`config.mk`:
```
export PLATFORM = sky130hd
export DESIGN_NAME = fifo_stream_reader
export DESIGN_NICKNAME = d
export VERILOG_FILES = /design/src/rtl/fifo_pkg.sv /design/src/rtl/skid_buf2.sv /design/src/rtl/fifo_stream_reader.sv
export SDC_FILE = /design/constraint.sdc
export NUM_CORES = 1
export LEC_CHECK = 0
export CAP_MARGIN = 25
export CORE_AREA = 8 8 71 73
export CTS_CLUSTER_DIAMETER = 100
export DETAILED_ROUTE_END_ITERATION = 8
export DIE_AREA = 0 0 79 81
export HOLD_SLACK_MARGIN = 0.02
export PLACE_DENSITY = 0.67
export SYNTH_ARGS = -nofsm -noshare
export SYNTH_HDL_FRONTEND = slang
export SYNTH_SLANG_ARGS = --single-unit
export TNS_END_PERCENT = 30
```
`constraint.sdc`:
```
create_clock -name clk -period 2.5 [get_ports clk]
set_clock_uncertainty 0.05 [all_clocks]
set_input_delay 0.25 -clock clk [delete_from_list [all_inputs] [get_ports clk]]
set_output_delay 0.25 -clock clk [all_outputs]
set_load 0.005 [all_outputs]
```
`src/rtl/fifo_pkg.sv`:
```
// rtl/fifo_pkg.sv - shared widths, buffer depth and issue rule for the FIFO stream reader
package fifo_pkg;

  localparam int unsigned D_WIDTH_DEF = 8;
  localparam int unsigned CNT_W_DEF   = 16;
  localparam int unsigned BUF_DEPTH   = 2;

  typedef logic [1:0] occ_t;

  // Words already owned by the buffer (stored or in flight) after this cycle's pop.
  function automatic logic can_issue(input occ_t occ, input logic inflight, input logic pop);
    logic [2:0] pending;
    pending = {1'b0, occ} + {2'b0, inflight} - {2'b0, pop};
    return pending < 3'(BUF_DEPTH);
  endfunction

endpackage

```
`src/rtl/skid_buf2.sv`:
```
// rtl/skid_buf2.sv - two-entry ring buffer absorbing the FIFO's one-cycle read latency
module skid_buf2
  import fifo_pkg::*;
#(
  parameter int unsigned D_WIDTH = D_WIDTH_DEF
) (
  input  logic               clk,
  input  logic               rst,
  input  logic               wr,
  input  logic [D_WIDTH-1:0] wdata,
  input  logic               rd,
  output logic [D_WIDTH-1:0] rdata,
  output occ_t               occ
);

  logic [D_WIDTH-1:0] mem_q [BUF_DEPTH];
  logic               wr_ptr_q, wr_ptr_d;
  logic               rd_ptr_q, rd_ptr_d;
  occ_t               occ_q, occ_d;

  always_comb begin
    wr_ptr_d = wr_ptr_q ^ wr;
    rd_ptr_d = rd_ptr_q ^ rd;
    occ_d    = occ_q;
    case ({wr, rd})
      2'b10:   occ_d = occ_q + 2'd1;
      2'b01:   occ_d = occ_q - 2'd1;
      default: occ_d = occ_q;
    endcase
  end

  always_ff @(posedge clk) begin
    if (rst) begin
      wr_ptr_q <= 1'b0;
      rd_ptr_q <= 1'b0;
      occ_q    <= '0;
    end else begin
      wr_ptr_q <= wr_ptr_d;
      rd_ptr_q <= rd_ptr_d;
      occ_q    <= occ_d;
    end
  end

  // Storage is left unreset; occupancy alone decides whether an entry is meaningful.
  always_ff @(posedge clk) begin
    if (wr) begin
      mem_q[wr_ptr_q] <= wdata;
    end
  end

  assign rdata = mem_q[rd_ptr_q];
  assign occ   = occ_q;

endmodule

```
`src/rtl/fifo_stream_reader.sv`:
```
// rtl/fifo_stream_reader.sv - turns a synchronous FIFO read port into a valid/ready stream
module fifo_stream_reader
  import fifo_pkg::*;
#(
  parameter int unsigned D_WIDTH = D_WIDTH_DEF,
  parameter int unsigned CNT_W   = CNT_W_DEF
) (
  input  logic               clk,
  input  logic               rst,
  input  logic               en,
  input  logic               fifo_empty,
  input  logic [D_WIDTH-1:0] fifo_rdata,
  output logic               fifo_r_en,
  output logic               m_valid,
  output logic [D_WIDTH-1:0] m_data,
  input  logic               m_ready,
  output logic [CNT_W-1:0]   word_cnt
);

  logic             inflight_q, inflight_d;
  logic [CNT_W-1:0] word_cnt_q, word_cnt_d;
  logic             pop;
  occ_t             occ;

  skid_buf2 #(
    .D_WIDTH(D_WIDTH)
  ) u_buf (
    .clk  (clk),
    .rst  (rst),
    .wr   (inflight_q),
    .wdata(fifo_rdata),
    .rd   (pop),
    .rdata(m_data),
    .occ  (occ)
  );

  assign m_valid = (occ != 2'd0);
  assign pop     = m_valid & m_ready;

  // A read is only issued when its word is guaranteed a slot on arrival.
  assign fifo_r_en = !rst & en & !fifo_empty & can_issue(occ, inflight_q, pop);

  always_comb begin
    inflight_d = fifo_r_en;
    word_cnt_d = word_cnt_q;
    if (pop) begin
      word_cnt_d = word_cnt_q + CNT_W'(1);
    end
  end

  always_ff @(posedge clk) begin
    if (rst) begin
      inflight_q <= 1'b0;
      word_cnt_q <= '0;
    end else begin
      inflight_q <= inflight_d;
      word_cnt_q <= word_cnt_d;
    end
  end

  assign word_cnt = word_cnt_q;

endmodule

```
# Yosys cells after proc, flatten, opt, wreduce, memory -nomap -nowiden
# Memory sizes are Yosys's and may differ from the RTL's. A register that Yosys moved wholly into a read port is not among the register bits.
# Index checks and enable logic that the tools add are counted.
# word_totals
ramBits,16
mem_bits_ro,0
memories,1
inputBits,13
out_inout_bits,26
latchBits,0
reg_bits,21
# classes
reduce_logical,4
n_mux,4
n_bitwise,6
n_addsub,5
eq_ne,2
multipliers,0
n_shift,0
n_lt_le_gt_ge,1
div_mod_pow,0
# memory_table
memory,depth,word_bits,read_ports,rd_clocked_by_memory_dff,wr,line_no,source
u_buf.mem_q,2,8,1,1,1,skid_buf2.sv:16,logic [D_WIDTH-1:0] mem_q [BUF_DEPTH];
# op_table
operator,count
$add A16 B1 Y16 const B,1
$and A1 B1 Y1,4
$pmux W2 S2,1
$reduce_bool A2 Y1,2
$add A2 B1 Y3,1
$lt A3 B2 Y1 const B,1
$mux W1,3
$sub A3 B1 Y3,1
$add A2 B1 Y2 const B,1
$eq A2 B1 Y1 const B,1
$eq A2 B2 Y1 const B,1
$logic_not A1 Y1,2
$sub A2 B1 Y2 const B,1
$xor A1 B1 Y1,2

# Logic depth before layout (Yosys ltp)
# Gate-level depths: netlist (run 1).
# depth
ltp_word,5
ltp_mapped,7
mapped_depth_nobuf,6

# By module
# From an unflattened synthesis (run 1), not the netlist that was laid out.
# unflattened
cells_unflattened,136
area_unflattened_um2,1599.0
# modules_own_cells
mod,area_each_um2,cells_each,n_inst,seq_area_each_um2
fifo_stream_reader,844.6,93,1,340.3
skid_buf2,754.5,43,1,560.5

# Least setup slack after synthesis (run 1)
# No wires, ideal clock.
# synth_timing
path_kind,reg-to-output
startpoint,"register u_buf.occ_q[1], in the netlist u_buf.occ[1]"
endpoint,output fifo_r_en
path_buffers,1
setup_slack_ns,0.536
stages_incl_launch_ff,8
arrival_time_ns,1.664
cell_sequence,dfxtp_1 clkbuf_2 nand2_1 mux2i_1 nand2_1 fa_1 nand2_1 nor4_1
# synth_via
elab_chain_cells,5
word_cells_on_any_way,6
# synth_lines
item,line_no,source
from (decl),skid_buf2.sv:19,"occ_t occ_q, occ_d;"
from (signal assigned),skid_buf2.sv:36,occ_q <= '0;
from (signal assigned),skid_buf2.sv:40,occ_q <= occ_d;
"parallel branches: the longest is 2 deep, another holds $add A2 B1 Y3",n/a,
$sub A3 B1 Y3 *,fifo_pkg.sv:13,"pending = {1'b0, occ} + {2'b0, inflight} - {2'b0, pop};"
$lt A3 B2 Y1 *,fifo_pkg.sv:14,return pending < 3'(BUF_DEPTH);
$and A1 B1 Y1 *,fifo_stream_reader.sv:41,"assign fifo_r_en = !rst & en & !fifo_empty & can_issue(occ, inflight_q, pop);"
to (decl),fifo_stream_reader.sv:13,"output logic fifo_r_en,"
# Every way passes the cells marked *.

# Worst setup path in the final report (run 1)
# layout_timing
startpoint,input m_ready
endpoint,output fifo_r_en
# layout_via
elab_chain_cells,4
# layout_lines
item,line_no,source
from (decl),fifo_stream_reader.sv:16,"input logic m_ready,"
$and A1 B1 Y1,fifo_stream_reader.sv:38,assign pop = m_valid & m_ready;
$sub A3 B1 Y3,fifo_pkg.sv:13,
$lt A3 B2 Y1,fifo_pkg.sv:14,
$and A1 B1 Y1,fifo_stream_reader.sv:41,
# No other way between the ends.

==> reports/metrics.yaml, run 1 <==
outcome:
  status: "finished, final reports clean"
logic_synthesis:
  postSynth.asyncResetShare_pct: 0
  synth_area_leaders: "edfxtp_1 (31%), dfxtp_1 (27%), mux2_2 (5.7%), xnor2_1 (3.9%), nor2_1 (3.6%)"
  yosys.cell_types.count: 32
  synthFlopType: "dfxtp_1"
  ys_warn_count: 0
  synth_xor_xnor_area_share_pct: 7.26
  synth_top_family_by_area: "simple AND/OR/NAND/NOR gates"
  synthAdderAreaFrac_pct: 3.67
  syn-num-nets: 154
  synth_cells: 137
  yosysSeqAreaShare_pct: 57.5
  yosys.area_share.simple_pct: 16.0
  synth_common_cells: "dfxtp_1 (21), edfxtp_1 (16), nor2_1 (15)"
  synth-edff-count: 16
  synth_compound_area_share_pct: 5.99
  synthMuxAreaShare_pct: 7.02
  ys_seq_elements: 37
  synth_most_common_cell: "dfxtp_1"
  avgSynthCellArea_um2: 11.4
  post-synth-top-area-cell: "edfxtp_1"
  netlist_area_um2: 1570
  synth_top_area_share_pct: 30.6
floorplan:
  start_util_pct: 40.1
  die-area_um2: 6400
  die_w_um: 79
  core_area_um2: 3910
  chipHeight_um: 81
  rows: 23
  num_io_pins: 39
clock_tree:
  root_buffer: "clkbuf_8"
  cts_max_level: 2
  cts_made_buffers: 5
  clock_sinks: 37
  cts_tree: "built"
  cts_max_path_buffers: 2
  clk_latency_ns: 0.29
  clkTransAtPathRegs_ns: 0.08
worst_setup_path:
  crit_chain: "clkdlybuf4s50_1, nand2_1, mux2i_1, nand2_1, fa_1, nand2_1, nor4_2, clkbuf_2"
  max_stage_delay_ns: 0.51
  cp_max_fo: 3
  arrival_ns: 2.07
  end_kind: "primary output"
  r2r_cells: 5
  cp_common_cell: "nand2_1"
  slowest_stage: "clkdlybuf4s50_1"
  cp.required_ns: 2.20
  critPathKind: "primary input to primary output"
  start_kind: "primary input"
place:
  dp_cells: 227
  gp_congestion: 0.761
  hpwl_um: 2500
  place.port_buffers: 38
grt:
  gr-total-overflow: 0
  antenna_found_initial: 0
  grt_pass1_vias: 1289
  grt_max_degree: 22
  track_usage_pct: 11.2
  grt_pass1_wl_um: 5610
final_layout:
  post_route_cells_drive_above_1_share_pct: 16.7
  nNetsFinal: 202
  antenna_cells: 0
  area_delta_synth_final_pct: 36.2
  fin_cells: 236
timing:
  final_max_slew_viol_count: 0
  tightest_slew_ns: 0.559
  rsz0062_at_grt: "false"
  setup_viol: 0
  period_share_pct: 94.9
  slew_headroom_pct: 62.4
  fin_crit_ns: 2.37
  timing.fmax_ghz: 0.421
  hold_viol: 0
routing:
  drc: 0
  dr_total_vias: 1213
  drt-pass1-iter-count: 4
  drt-initial-drc-count: 90
  wl_um: 3490
  vias_per_cell: 5.14
  wire_per_inst_um: 14.8
  antenna_left: 0
pwr:
  seq_power_share_pct: 57.4
  power_switching_uw: 248
  switching_share_pct: 22.1
  power.density_nw_per_um2: 526
  power.clock.fraction_pct: 36.1
  internal_power_uw: 876
  ir_worst_vdd_mv: 0.241
  finalPower_mw: 1.12
  p_comb_share_pct: 6.5
  leakagePower_nw: 0.759
min_path:
  hold_path.class: "flop to flop"
  hold-path-cell-count: 2
run:
  maxCapViolations: 0
[cell families after synthesis]
family,after synthesis
flip-flops,37
AND/OR/NAND/NOR,48
adder cells (fa/ha/maj),4
buffers and inverters,10
XOR/XNOR,13
AO/OA/AOI/OAI,15
multiplexers,10
[worst paths after layout]
path / from / end / slack (ns)
max: m_ready / fifo_r_en / 0.13
min: word_cnt[15]$_SDFFE_PP0P_ / word_cnt[15]$_SDFFE_PP0P_ / 0.44
max reg2reg: word_cnt[0]$_SDFFE_PP0P_ / word_cnt[14]$_SDFFE_PP0P_ / 0.60
min reg2reg: word_cnt[15]$_SDFFE_PP0P_ / word_cnt[15]$_SDFFE_PP0P_ / 0.44
[metal layers]
layer  wire (um)  track usage [%]  up-vias
li1            -                -      593
met1        1490             11.5      571
met2        1620             19.0       44
met3         330             5.41        5
met4          50             5.56        0
met5           0                0        -
[per-stage QoR]
stage | cell area (um2) | hold WS (ns) | TNS (ns) | util (%) | setup slack [ns]
6_report | 2140 | 0.444 | 0 | 54.6 | 0.127
4_1_cts | 2130 | 0.453 | 0 | 54.5 | 0.00301
3_5_place_dp | 2040 | 0.438 | -0.287 | 52.1 | -0.287
3_3_place_gp | 2040 | 0.418 | -0.162 | 52.1 | -0.162
5_1_grt | 2140 | 0.480 | 0 | 54.6 | 0.0394
2_1_floorplan | 1570 | 0.278 | 0 | - | 0.536
[placed cells by master, fill, tap and decap left out, types with 2 or more instances in the layout]
cell type / synthesis / layout
clkdlybuf4s50_1: 0 / 37
dfxtp_1: 21 / 21
edfxtp_1: 16 / 16
nor2_1: 15 / 15
mux2_2: 8 / 8
nand2_1: 8 / 8
buf_4: 0 / 8
xnor2_1: 7 / 7
xor2_1: 6 / 6
a21oi_1: 6 / 6
inv_1: 5 / 5
nand4_1: 5 / 5
clkbuf_8: 0 / 5
o21ai_0: 4 / 4
nor4_1: 5 / 4
nand3_1: 3 / 3
nor3_1: 3 / 3
ha_1: 3 / 3
mux2i_1: 2 / 2
o31ai_1: 2 / 2
or4_1: 2 / 2
clkinv_2: 0 / 2
[power by group through the flow]
stage / Combinational (mW) / Clock, mW / Sequential, mW
after floorplan: 0.0264 / 0 / 0.656
after global placement: 0.0710 / 0 / 0.658
after detailed placement: 0.0723 / 0 / 0.659
after CTS: 0.0734 / 0.419 / 0.645
after global routing: 0.0794 / 0.450 / 0.646
final: 0.0731 / 0.406 / 0.645
[what timing repair did]
action,4_1_cts,5_1_grt
endpoints found under the hold margin,0,0
resized for setup,2,2
hold buffers,0,0
setup endpoints to repair,1,1
buffers inserted,1,0
pin swaps,0,0
[state kept, by name, indices dropped and copies added, names as in the netlist]
| register | flops |
|---|---|
| inflight_q | 1 |
| u_buf.occ | 2 |
| u_buf.mem_q | 16 |
| u_buf.rd_ptr_q | 1 |
| word_cnt | 16 |
| u_buf.wr_ptr_q | 1 |
[worst max-delay path, delay by kind of cell]
| family | cells | cell delay, ns |
|---|---|---|
| mux | 1 | 0.18 |
| simple gates | 4 | 0.48 |
| fa+ha+maj | 1 | 0.50 |
| buf+inv | 2 | 0.67 |
[layout make-up]
class	instances	area [um2]
Timing Repair Buffer	46	435
Fill cell	353	1780
Inverter	5	18.8
Clock inverter	3	17.5
Tap cell	50	62.6
Clock buffer	5	68.8
Multi-Input combinational cell	90	632
Sequential cell	37	901
Power figures use the tool's default switching activity.
==> inputs of run 2 (changes only) <==
--- a/config.mk
+++ b/config.mk
@@ -5,13 +5,14 @@
 export SDC_FILE = /design/constraint.sdc
 export NUM_CORES = 1
 export LEC_CHECK = 0
+export ABC_AREA = 1
 export CAP_MARGIN = 25
-export CORE_AREA = 8 8 71 73
+export CORE_AREA = 8 8 74 76
 export CTS_CLUSTER_DIAMETER = 100
 export DETAILED_ROUTE_END_ITERATION = 8
-export DIE_AREA = 0 0 79 81
+export DIE_AREA = 0 0 82 84
 export HOLD_SLACK_MARGIN = 0.02
-export PLACE_DENSITY = 0.67
+export PLACE_DENSITY = 0.65
 export SYNTH_ARGS = -nofsm -noshare
 export SYNTH_HDL_FRONTEND = slang
 export SYNTH_SLANG_ARGS = --single-unit
==> reports/metrics.yaml, run 2 <==
outcome:
  status: "finished, final reports clean"
logic_synthesis:
  synth_compound_area_share_pct: 6.96  # +0.97 points
  synth_top_area_share_pct: 28.4  # -2.2 points
  synth_cells: 195  # +42%
  synth_common_cells: "nand2_1 (53), inv_1 (27), dfxtp_1 (21), nor2_1 (21), edfxtp_1 (16)"
  post-synth-top-area-cell: "edfxtp_1"
  yosysSeqAreaShare_pct: 53.3  # -4.2 points
  ys_warn_count: 0  # unchanged
  synthFlopType: "dfxtp_1"
  ys_seq_elements: 37  # unchanged
  synth_top_family_by_area: "simple AND/OR/NAND/NOR gates"
  synth_most_common_cell: "nand2_1"
  yosys.area_share.simple_pct: 28.3  # +12 points
  avgSynthCellArea_um2: 8.67  # -24%
  synth_xor_xnor_area_share_pct: 1.04  # -6.2 points
  netlist_area_um2: 1690  # +7.8%
  postSynth.asyncResetShare_pct: 0  # unchanged
  synthMuxAreaShare_pct: 0  # -7.0 points
  syn-num-nets: 212  # +38%
  synth-edff-count: 16  # unchanged
  synth_area_leaders: "edfxtp_1 (28%), dfxtp_1 (25%), nand2_1 (12%), inv_1 (6.0%), nor2_1 (4.7%)"
  yosys.cell_types.count: 29  # -9.4%
  synthAdderAreaFrac_pct: 3.40  # -0.27 points
grt:
  grt_pass1_vias: 1321  # +2.5%
  grt_pass1_wl_um: 5880  # +4.8%
  grt_max_degree: 16  # -27%
  antenna_found_initial: 0  # unchanged
  gr-total-overflow: 0  # unchanged
  track_usage_pct: 10.7  # -0.51 points
floorplan:
  die_w_um: 82  # +3.8%
  chipHeight_um: 84  # +3.7%
  rows: 24  # +4.3%
  num_io_pins: 39  # unchanged
  die-area_um2: 6890  # +7.6%
  start_util_pct: 39.6  # -0.42 points
  core_area_um2: 4260  # +9.0%
final_layout:
  post_route_cells_drive_above_1_share_pct: 14.4  # -2.3 points
  fin_cells: 302  # +28%
  area_delta_synth_final_pct: 37.8
  antenna_cells: 0  # unchanged
  nNetsFinal: 266  # +32%
  final_cell_mix: "nand2_1 (53), clkdlybuf4s50_1 (36), inv_1 (27), nor2_1 (20), dfxtp_1 (19)"
  final_common_cell: "nand2_1"
place:
  dpl_worst_slack_ns: -0.471  # -0.184 ns
  gp_congestion: 0.753  # -1.0%
  hpwl_um: 2490  # -0.50%
  place.port_buffers: 38  # unchanged
  dp_cells: 288  # +27%
worst_setup_path:
  critPathKind: "flop to primary output"
  r2r_start: "u_buf.occ[0]$_SDFFE_PP0P_"
  crit_path_start: "u_buf.occ[0]$_SDFFE_PP0P_"
  end_kind: "primary output"
  cp.required_ns: 2.20  # about the same
  cp_max_fo: 3  # unchanged
  r2r_cells: 10  # +5
  r2r_slack_ns: 0.70  # +0.10 ns
  reg2reg_to: "inflight_q$_SDFF_PP0_"
  arrival_ns: 2.05  # -0.02 ns
  start_kind: "flop"
routing:
  antenna_left: 0  # unchanged
  drc: 0  # unchanged
  vias_per_cell: 4.57  # -11%
  wl_um: 3440  # -1.5%
  drt-initial-drc-count: 73  # -19%
  wire_per_inst_um: 11.4  # -23%
  drt-pass1-iter-count: 4  # unchanged
  dr_total_vias: 1380  # +14%
timing:
  setup_viol: 0  # unchanged
  tightest_slew_ns: 0.426  # -0.133 ns
  slew_headroom_pct: 71.6  # +9.2 points
  period_share_pct: 94.1  # -0.81 points
  setup_ws_ns: 0.147  # +0.0203 ns
  timing.fmax_ghz: 0.425  # +0.86%
  final_max_slew_viol_count: 0  # unchanged
  hold_viol: 0  # unchanged
  fin_crit_ns: 2.35  # -0.0203 ns
clock_tree:
  clkTransAtPathRegs_ns: 0.07  # about the same
  clk_latency_ns: 0.29  # about the same
  clock_sinks: 37  # unchanged
  cts_tree: "built"
  cts_max_level: 2  # unchanged
  cts_made_buffers: 5  # unchanged
  root_buffer: "clkbuf_8"
  cts_max_path_buffers: 2  # unchanged
  cts-hold-fix-buffers: 0  # unchanged
pwr:
  seq_power_share_pct: 52.0  # -5.4 points
  leakagePower_nw: 0.971  # +28%
  power.density_nw_per_um2: 537  # +1.9%
  power.clock.fraction_pct: 40.0  # +3.9 points
  p_comb_share_pct: 8.0  # +1.5 points
  internal_power_uw: 993  # +13%
  power_switching_uw: 257  # +3.7%
  switching_share_pct: 20.6  # -1.5 points
  ir_worst_vdd_mv: 0.358  # +48%
  finalPower_mw: 1.25  # +11%
min_path:
  hold-path-cell-count: 2  # unchanged
  min_from: "word_cnt[6]$_SDFFE_PP0P_"
  min_to: "word_cnt[6]$_SDFFE_PP0P_"
  hold_path.class: "flop to flop"
run:
  maxCapViolations: 0  # unchanged
[run 2: cell count changes after synthesis, moves of 3 or more]
cell	change
inv_1	+22
nand2_1	+45
mux2_2	-8
xor2_1	-4
a21oi_1	+4
xnor2_1	-7
nor4_1	-3
nand3_1	+6
nor2_1	+6
o21ai_0	+5
nand4_1	-4
[run 2: how the worst max path moves through the flow]
stage,end,slack (ns),cells past startpoint
floorplan,fifo_r_en,0.38,10
detailed placement,fifo_r_en,-0.47,12
global route,fifo_r_en,-0.02,11
global placement,fifo_r_en,-0.39,12
finish,fifo_r_en,0.15,11
CTS,fifo_r_en,0.01,11
[run 2: what timing repair did]
item	4_1_cts	5_1_grt
setup endpoints to repair	1	1
pin swaps	2	2
gates resized for setup	8	3
setup buffers	6	0
[run 2: kinds of logic after synthesis]
logic type | Yosys count
flops | 37
simple gates | 99
fa+ha+maj | 4
compound gates | 22
xor+xnor | 2
buf+inv | 31
[run 2: metal layers]
metal	part of all wire (%)	vias to the layer above	track usage, %
met3	6.6	6	4.42
met5	0	-	0
met4	1.7	0	3.83
met2	46	33	17.0
li1	-	728	-
met1	46	613	12.4
[run 2: stage by stage]
step	TNS [ns]	cell area (um2)	hold slack [ns]	util, %
after global placement	-0.387	2170	0.418	50.9
after CTS	0	2320	0.432	54.5
after detailed placement	-0.471	2170	0.422	50.9
final	0	2330	0.430	54.6
after global routing	-0.0177	2330	0.467	54.6
after floorplan	0	1690	0.278	-
[run 2: power groups by stage]
stage / sequential [mW] / clock [mW] / combinational [mW]
4_1_cts: 0.650 / 0.516 / 0.101
6_report: 0.650 / 0.501 / 0.0997
5_1_grt: 0.651 / 0.546 / 0.110
3_5_place_dp: 0.663 / 0 / 0.0973
2_1_floorplan: 0.660 / 0 / 0.0420
3_3_place_gp: 0.663 / 0 / 0.0964
[run 2: worst max-delay path, cell delays in order (launching register included)]
cell and delay [ns]:
dfxtp_2 0.36, nor2_4 0.06, nor2_8 0.07, nand2_1 0.09, o21ai_2 0.07, inv_1 0.06, nor2_2 0.09, inv_1 0.06
fa_1 0.47, nand2_1 0.08, nor4_2 0.21, buf_2 0.15
[run 2: layout make-up]
type | instances | area, um2
Clock inverter | 2 | 35.0
Fill cell | 404 | 1930
Clock buffer | 6 | 72.6
Multi-Input combinational cell | 127 | 684
Timing Repair Buffer | 50 | 464
Inverter | 28 | 105
Tap cell | 52 | 65.1
Sequential cell | 37 | 903
